$ cat src/rtl/gray_counter.sv
// Up/down counter holding its count as registered binary and registered Gray.
// Gray-coded loads are supported; the count either wraps or saturates at the limits.
module gray_counter #(
  parameter int                LENGTH      = 8,
  parameter int                SATURATE    = 0,
  parameter logic [LENGTH-1:0] RESET_VALUE = '0
) (
  input  logic              clk,
  input  logic              rst,
  input  logic              en,
  input  logic              up,
  input  logic              load,
  input  logic [LENGTH-1:0] load_gray,
  output logic [LENGTH-1:0] binary_output,
  output logic [LENGTH-1:0] gray_output,
  output logic              wrap,
  output logic              at_max,
  output logic              at_min
);

  localparam logic [LENGTH-1:0] ALL_ONES   = '1;
  localparam logic [LENGTH-1:0] ONE        = LENGTH'(1);
  localparam logic [LENGTH-1:0] RESET_GRAY = RESET_VALUE ^ (RESET_VALUE >> 1);

  function automatic logic [LENGTH-1:0] bin2gray(input logic [LENGTH-1:0] b);
    return b ^ (b >> 1);
  endfunction

  // Each binary bit is the XOR of the Gray bits at and above it.
  function automatic logic [LENGTH-1:0] gray2bin(input logic [LENGTH-1:0] g);
    logic [LENGTH-1:0] b;
    b[LENGTH-1] = g[LENGTH-1];
    for (int i = LENGTH-2; i >= 0; i--) b[i] = b[i+1] ^ g[i];
    return b;
  endfunction

  logic [LENGTH-1:0] bin_nxt, gray_nxt;
  logic              wrap_nxt;

  always_comb begin
    bin_nxt  = binary_output;
    gray_nxt = gray_output;
    wrap_nxt = 1'b0;
    if (load) begin
      bin_nxt  = gray2bin(load_gray);
      gray_nxt = load_gray;
    end else if (en) begin
      if (up) begin
        if (binary_output != ALL_ONES) begin
          bin_nxt = binary_output + ONE;
        end else if (SATURATE == 0) begin
          bin_nxt  = '0;
          wrap_nxt = 1'b1;
        end
      end else begin
        if (binary_output != '0) begin
          bin_nxt = binary_output - ONE;
        end else if (SATURATE == 0) begin
          bin_nxt  = ALL_ONES;
          wrap_nxt = 1'b1;
        end
      end
      // Gray is registered from the next binary value, never from the current output.
      gray_nxt = bin2gray(bin_nxt);
    end
  end

  always_ff @(posedge clk) begin
    if (rst) begin
      binary_output <= RESET_VALUE;
      gray_output   <= RESET_GRAY;
      wrap          <= 1'b0;
      at_max        <= (RESET_VALUE == ALL_ONES);
      at_min        <= (RESET_VALUE == '0);
    end else begin
      binary_output <= bin_nxt;
      gray_output   <= gray_nxt;
      wrap          <= wrap_nxt;
      at_max        <= (bin_nxt == ALL_ONES);
      at_min        <= (bin_nxt == '0);
    end
  end

endmodule

$ cat config.mk
export PLATFORM = sky130hd
export DESIGN_NAME = gray_counter
export DESIGN_NICKNAME = d
export VERILOG_FILES = /design/src/rtl/gray_counter.sv
export SDC_FILE = /design/constraint.sdc
export NUM_CORES = 1
export LEC_CHECK = 0
export ABC_AREA = 1
export CAP_MARGIN = 0
export CORE_MARGIN = 1.5
export CORE_UTILIZATION = 30
export CTS_CLUSTER_SIZE = 16
export DETAILED_ROUTE_END_ITERATION = 8
export GPL_TIMING_DRIVEN = 0
export SLEW_MARGIN = 10
export SYNTH_ARGS = -nofsm -noshare
export SYNTH_HDL_FRONTEND = slang
export SYNTH_SLANG_ARGS = --single-unit
$ cat constraint.sdc
create_clock -name clk -period 3.2 [get_ports clk]
set_input_delay 0.64 -clock clk [delete_from_list [all_inputs] [get_ports clk]]
set_output_delay 0.64 -clock clk [all_outputs]
set_load 0.03 [all_outputs]
==> impl.org <==
** Detailed routing
- The final layout contains routed wiring with a total length of around 4300 um.
- In the routed layout, each cell is associated on average with a via count of approximately 4.7.
- After the first detailed-routing iteration, the DRC count stood at 93.
- After detailed routing, the number of remaining DRC violations is 0.
- Across all layers, the routed design uses about 1600 vias.
- For this run, the detailed router's first-pass iteration total came to 4.
- In this run the remaining antenna-violating nets after routing total 0.
- Mean routed wirelength per cell :: roughly 13 um

** Critical path
- Data arrival time of the worst path :: 2510 ps
- For flop-to-flop paths, the worst setup slack is 1110 ps.
- Type of origin of the critical path :: input pin
- STA puts the critical path data required time at 3410 ps.
- The worst setup path is captured at a register.
- Of all nets on the critical path, the largest fanout is 4.
- Critical Setup Path Class :: input pin to register

** Placed design
- Input/output buffers :: 30
- Placed wire-length estimate :: between 3000 and 4000 um
- Counting tap cells, the placed design contains a total of 337 instances.
- Summing all placed instances gives a cell area of a little under 2000 um2.
- RD Place Congestion :: just under 0.8

** Logic synthesis
- Leading cell types by total area after synthesis :: sky130_fd_sc_hd__dfxtp_1 24%, sky130_fd_sc_hd__nand2_1 14%, sky130_fd_sc_hd__nand3_2 6.9%, sky130_fd_sc_hd__inv_1 6.8%, sky130_fd_sc_hd__nand3_1 5.9%
- In this run, distinct cell masters in the synthesized netlist total 34.
- Yosys synthesis warning count :: 0
- Yosys instantiated no cell more often than sky130_fd_sc_hd__nand2_1.
- Sequential cell area fraction in the yosys report :: between 20% and 30%
- Seq cells post-synth :: 19
- In this run the cell area of the synthesized design comes to approximately 1600 um2.
- Ys async rst share :: 0%
- Number of cells produced by synthesis :: 237
- Cell taking the most area after synthesis :: sky130_fd_sc_hd__dfxtp_1
- Area share of the leading cell type in the synthesized netlist :: a little under a quarter
- Avg Cell Area, Syn :: just under 7 um2
- Total nets after synthesis :: ~250
- Top cells by instance count after synthesis :: 60 x sky130_fd_sc_hd__nand2_1, 29 x sky130_fd_sc_hd__inv_1, 19 x sky130_fd_sc_hd__dfxtp_1, 19 x sky130_fd_sc_hd__nand3_1, 16 x sky130_fd_sc_hd__nor2_1
- For this run, the leading register cell type out of synthesis is sky130_fd_sc_hd__dfxtp_1.
- Number of enable-type register cells in the synthesized netlist :: 0

** Layout
- Cells with a size suffix above 1 make up approximately 17% of the layout.
- Non-filler cells, final :: between 300 and 400
- The repair_antennas step left the layout with diodes totalling 0.
- Layout area overhead :: 27.15%
- Layout Nets :: between 200 and 300
- Counting the fill cells in the layout gives 560.
- The finished cells cover between 2000 and 2500 um2.

** Timing
- In the final timing run, aggregate negative setup slack is 0 ps.
- The worst path in the final design needs a cycle of approximately 2300 ps, including I/O delays and setup.
- Tightest slew margin relative to the limit :: between 60% and 70%
- Setup repair after global routing missed its margin :: no
- Based on the critical path, the design can be clocked at up to roughly 440 MHz.
- The final-report hold violation count is 0.
- Pin slew with the least headroom to its limit :: roughly 500 ps
- Setup violators final :: 0
- Final period util :: 71.79%
- The max-slew violation total from the final report came to 0.
- Between clock sinks in the finished design, the worst skew comes to roughly 1.1 ps.

** Power and ir drop
- For this design the static power due to leakage is roughly 0.00092 uW.
- Power spread over the standard cell area amounts to 395.0 nW/um2.
- VDD sags by at most 0.0001621 V.
- Design Power :: between 800 and 900 uW

** Clock network
- Clk Latency, worst-skew pair :: approximately 260 ps
- Buffers inserted during clock tree synthesis total 3.
- Clock-pin slew of the registers on the worst-case setup and hold paths :: 70 ps
- Depth of the CTS H-tree :: 1
- Hold_buf cts :: 0
- In this run, post-CTS repair resized a total of 0 instances.
- Setup fix buffers added after clock tree synthesis :: 0
- CTS tree :: done
- Clock sink count :: 19
- The clock passes through at most 2 buffers.
- The tree is rooted in a sky130_fd_sc_hd__clkbuf_8.

** GRT
- For this run the aggregate overflow at the end of global routing stands at 0.
- Vias in the first global route :: 1599
- Initial antenna violation count :: 0
- Across every metal layer, demand over resource in global routing totals between 10% and 20%.
- Entering global routing, the biggest net connects 12 pins.
- The first global-routing pass estimated 7541 um of wire.

** Die
- # rows :: 26
- After floorplanning, the core was sized to cover 5107 um2.
- Once the floorplan was initialized, standard cells occupied ~31% of the core.
- Num ports :: 32
- Die outline area :: slightly below 6000 um2
- The die is between 70 and 80 um tall.
- The die is 76.01 um wide.

** Flow run
- Across the run, the number of max-cap violations was 0.

** Min path
- Type of the worst min-delay path :: register to register

** Status
- Run status :: finished, final reports clean
-- layer usage --
| layer | vias up | GRT usage (%) | share of wire (%) |
|---|---|---|---|
| met5 | - | 0 | 0 |
| met1 | 712 | 22.40 | 49 |
| met2 | 45 | 25.95 | 46 |
| met3 | 5 | 2.036 | 4.1 |
| met4 | 0 | 3.333 | 0.96 |
| li1 | 842 | - | - |
-- path summary, 6_finish.rpt --
kind | cells after the start | to | start
worst min-delay path | 2 | gray_output[4] | gray_output[4]
worst min register to register | 2 | gray_output[4] | gray_output[4]
worst max-delay path | 15 | at_max | load_gray[7]
worst max register to register | 13 | at_min | binary_output[0]
-- worst max-delay path, stage by stage --
cell                              delay (ps)
sky130_fd_sc_hd__clkdlybuf4s50_1         540
sky130_fd_sc_hd__inv_1                    80
sky130_fd_sc_hd__nand2_1                 100
sky130_fd_sc_hd__nand3_2                  90
sky130_fd_sc_hd__nand2_1                 130
sky130_fd_sc_hd__nand2_1                  70
sky130_fd_sc_hd__nand3_1                 110
sky130_fd_sc_hd__nand2_1                 100
sky130_fd_sc_hd__nor2_1                  190
sky130_fd_sc_hd__nor2_4                   50
sky130_fd_sc_hd__nor2_1                  100
sky130_fd_sc_hd__nand2_1                  60
sky130_fd_sc_hd__nor2_1                  110
sky130_fd_sc_hd__nand2_1                  70
sky130_fd_sc_hd__nor2_2                   70
-- cells by family (layout without fill, tap and decap cells) --
logic type / after synthesis / in the layout / synth area share (%)
adders and majority gates: 3 / 3 / 2.348
AOI/OAI and AO/OA: 35 / 35 / 13.54
xor gates and xnor gates: 9 / 9 / 5.399
and+or+nand+nor: 133 / 133 / 45.23
DFF: 19 / 19 / 23.79
buffers and inverters: 38 / 72 / 9.702
-- sequential cells by signal, indices dropped and copies added (netlist names) --
name	flops
gray_output	8
at_min	1
binary_output	8
wrap	1
at_max	1
-- layout make-up --
type | instances | area (um2) | area share (%)
Multi-Input combinational cell | 180 | 1064 | 52.31
Inverter | 33 | 123.9 | 6.092
Buffer | 5 | 31.28 | 1.538
Timing Repair Buffer | 30 | 300.3 | 14.77
Clock buffer | 3 | 41.29 | 2.031
Tap cell | 70 | 87.58 | 4.308
Sequential cell | 19 | 380.4 | 18.71
Clock inverter | 1 | 5.005 | 0.2462
-- metrics by stage --
step,utilization [%],setup WS (ps),hold WS [ps]
3_5_place_dp,38.90,640.5,480.1
6_report,39.81,902.8,501.3
5_1_grt,39.81,641.6,546.0
4_1_cts,39.81,901.9,502.9
2_1_floorplan,-,1209,608.6
3_3_place_gp,38.90,650.8,491.5
-- where the power goes --
| group | switching [uW] | internal, uW | total (uW) | leakage [uW] |
|---|---|---|---|---|
| Clock | 87.0 | 86.9 | 174 | 0.0000255 |
| Sequential | 20.9 | 256 | 277 | 0.000157 |
| Combinational | 219 | 133 | 352 | 0.000737 |
-- placed cells by master, fill, tap and decap left out, types with 3 or more instances in the layout --
cell	Yosys	final
sky130_fd_sc_hd__dfxtp_1	19	19
sky130_fd_sc_hd__a21oi_1	8	8
sky130_fd_sc_hd__inv_2	4	4
sky130_fd_sc_hd__a31oi_1	3	3
sky130_fd_sc_hd__ha_1	3	3
sky130_fd_sc_hd__o21ai_0	10	10
sky130_fd_sc_hd__xor2_1	4	4
sky130_fd_sc_hd__nand2_1	60	60
sky130_fd_sc_hd__nand3_2	11	11
sky130_fd_sc_hd__nor2_1	16	16
sky130_fd_sc_hd__clkbuf_8	0	3
sky130_fd_sc_hd__nand4_1	4	4
sky130_fd_sc_hd__inv_1	29	29
sky130_fd_sc_hd__o21ai_1	3	3
sky130_fd_sc_hd__a22oi_1	5	5
sky130_fd_sc_hd__nor2_4	5	5
sky130_fd_sc_hd__xnor2_1	4	4
sky130_fd_sc_hd__nand2_2	9	9
sky130_fd_sc_hd__nand3_1	19	19
sky130_fd_sc_hd__clkdlybuf4s50_1	0	30
Note: power is estimated with default switching activity, not from simulation.
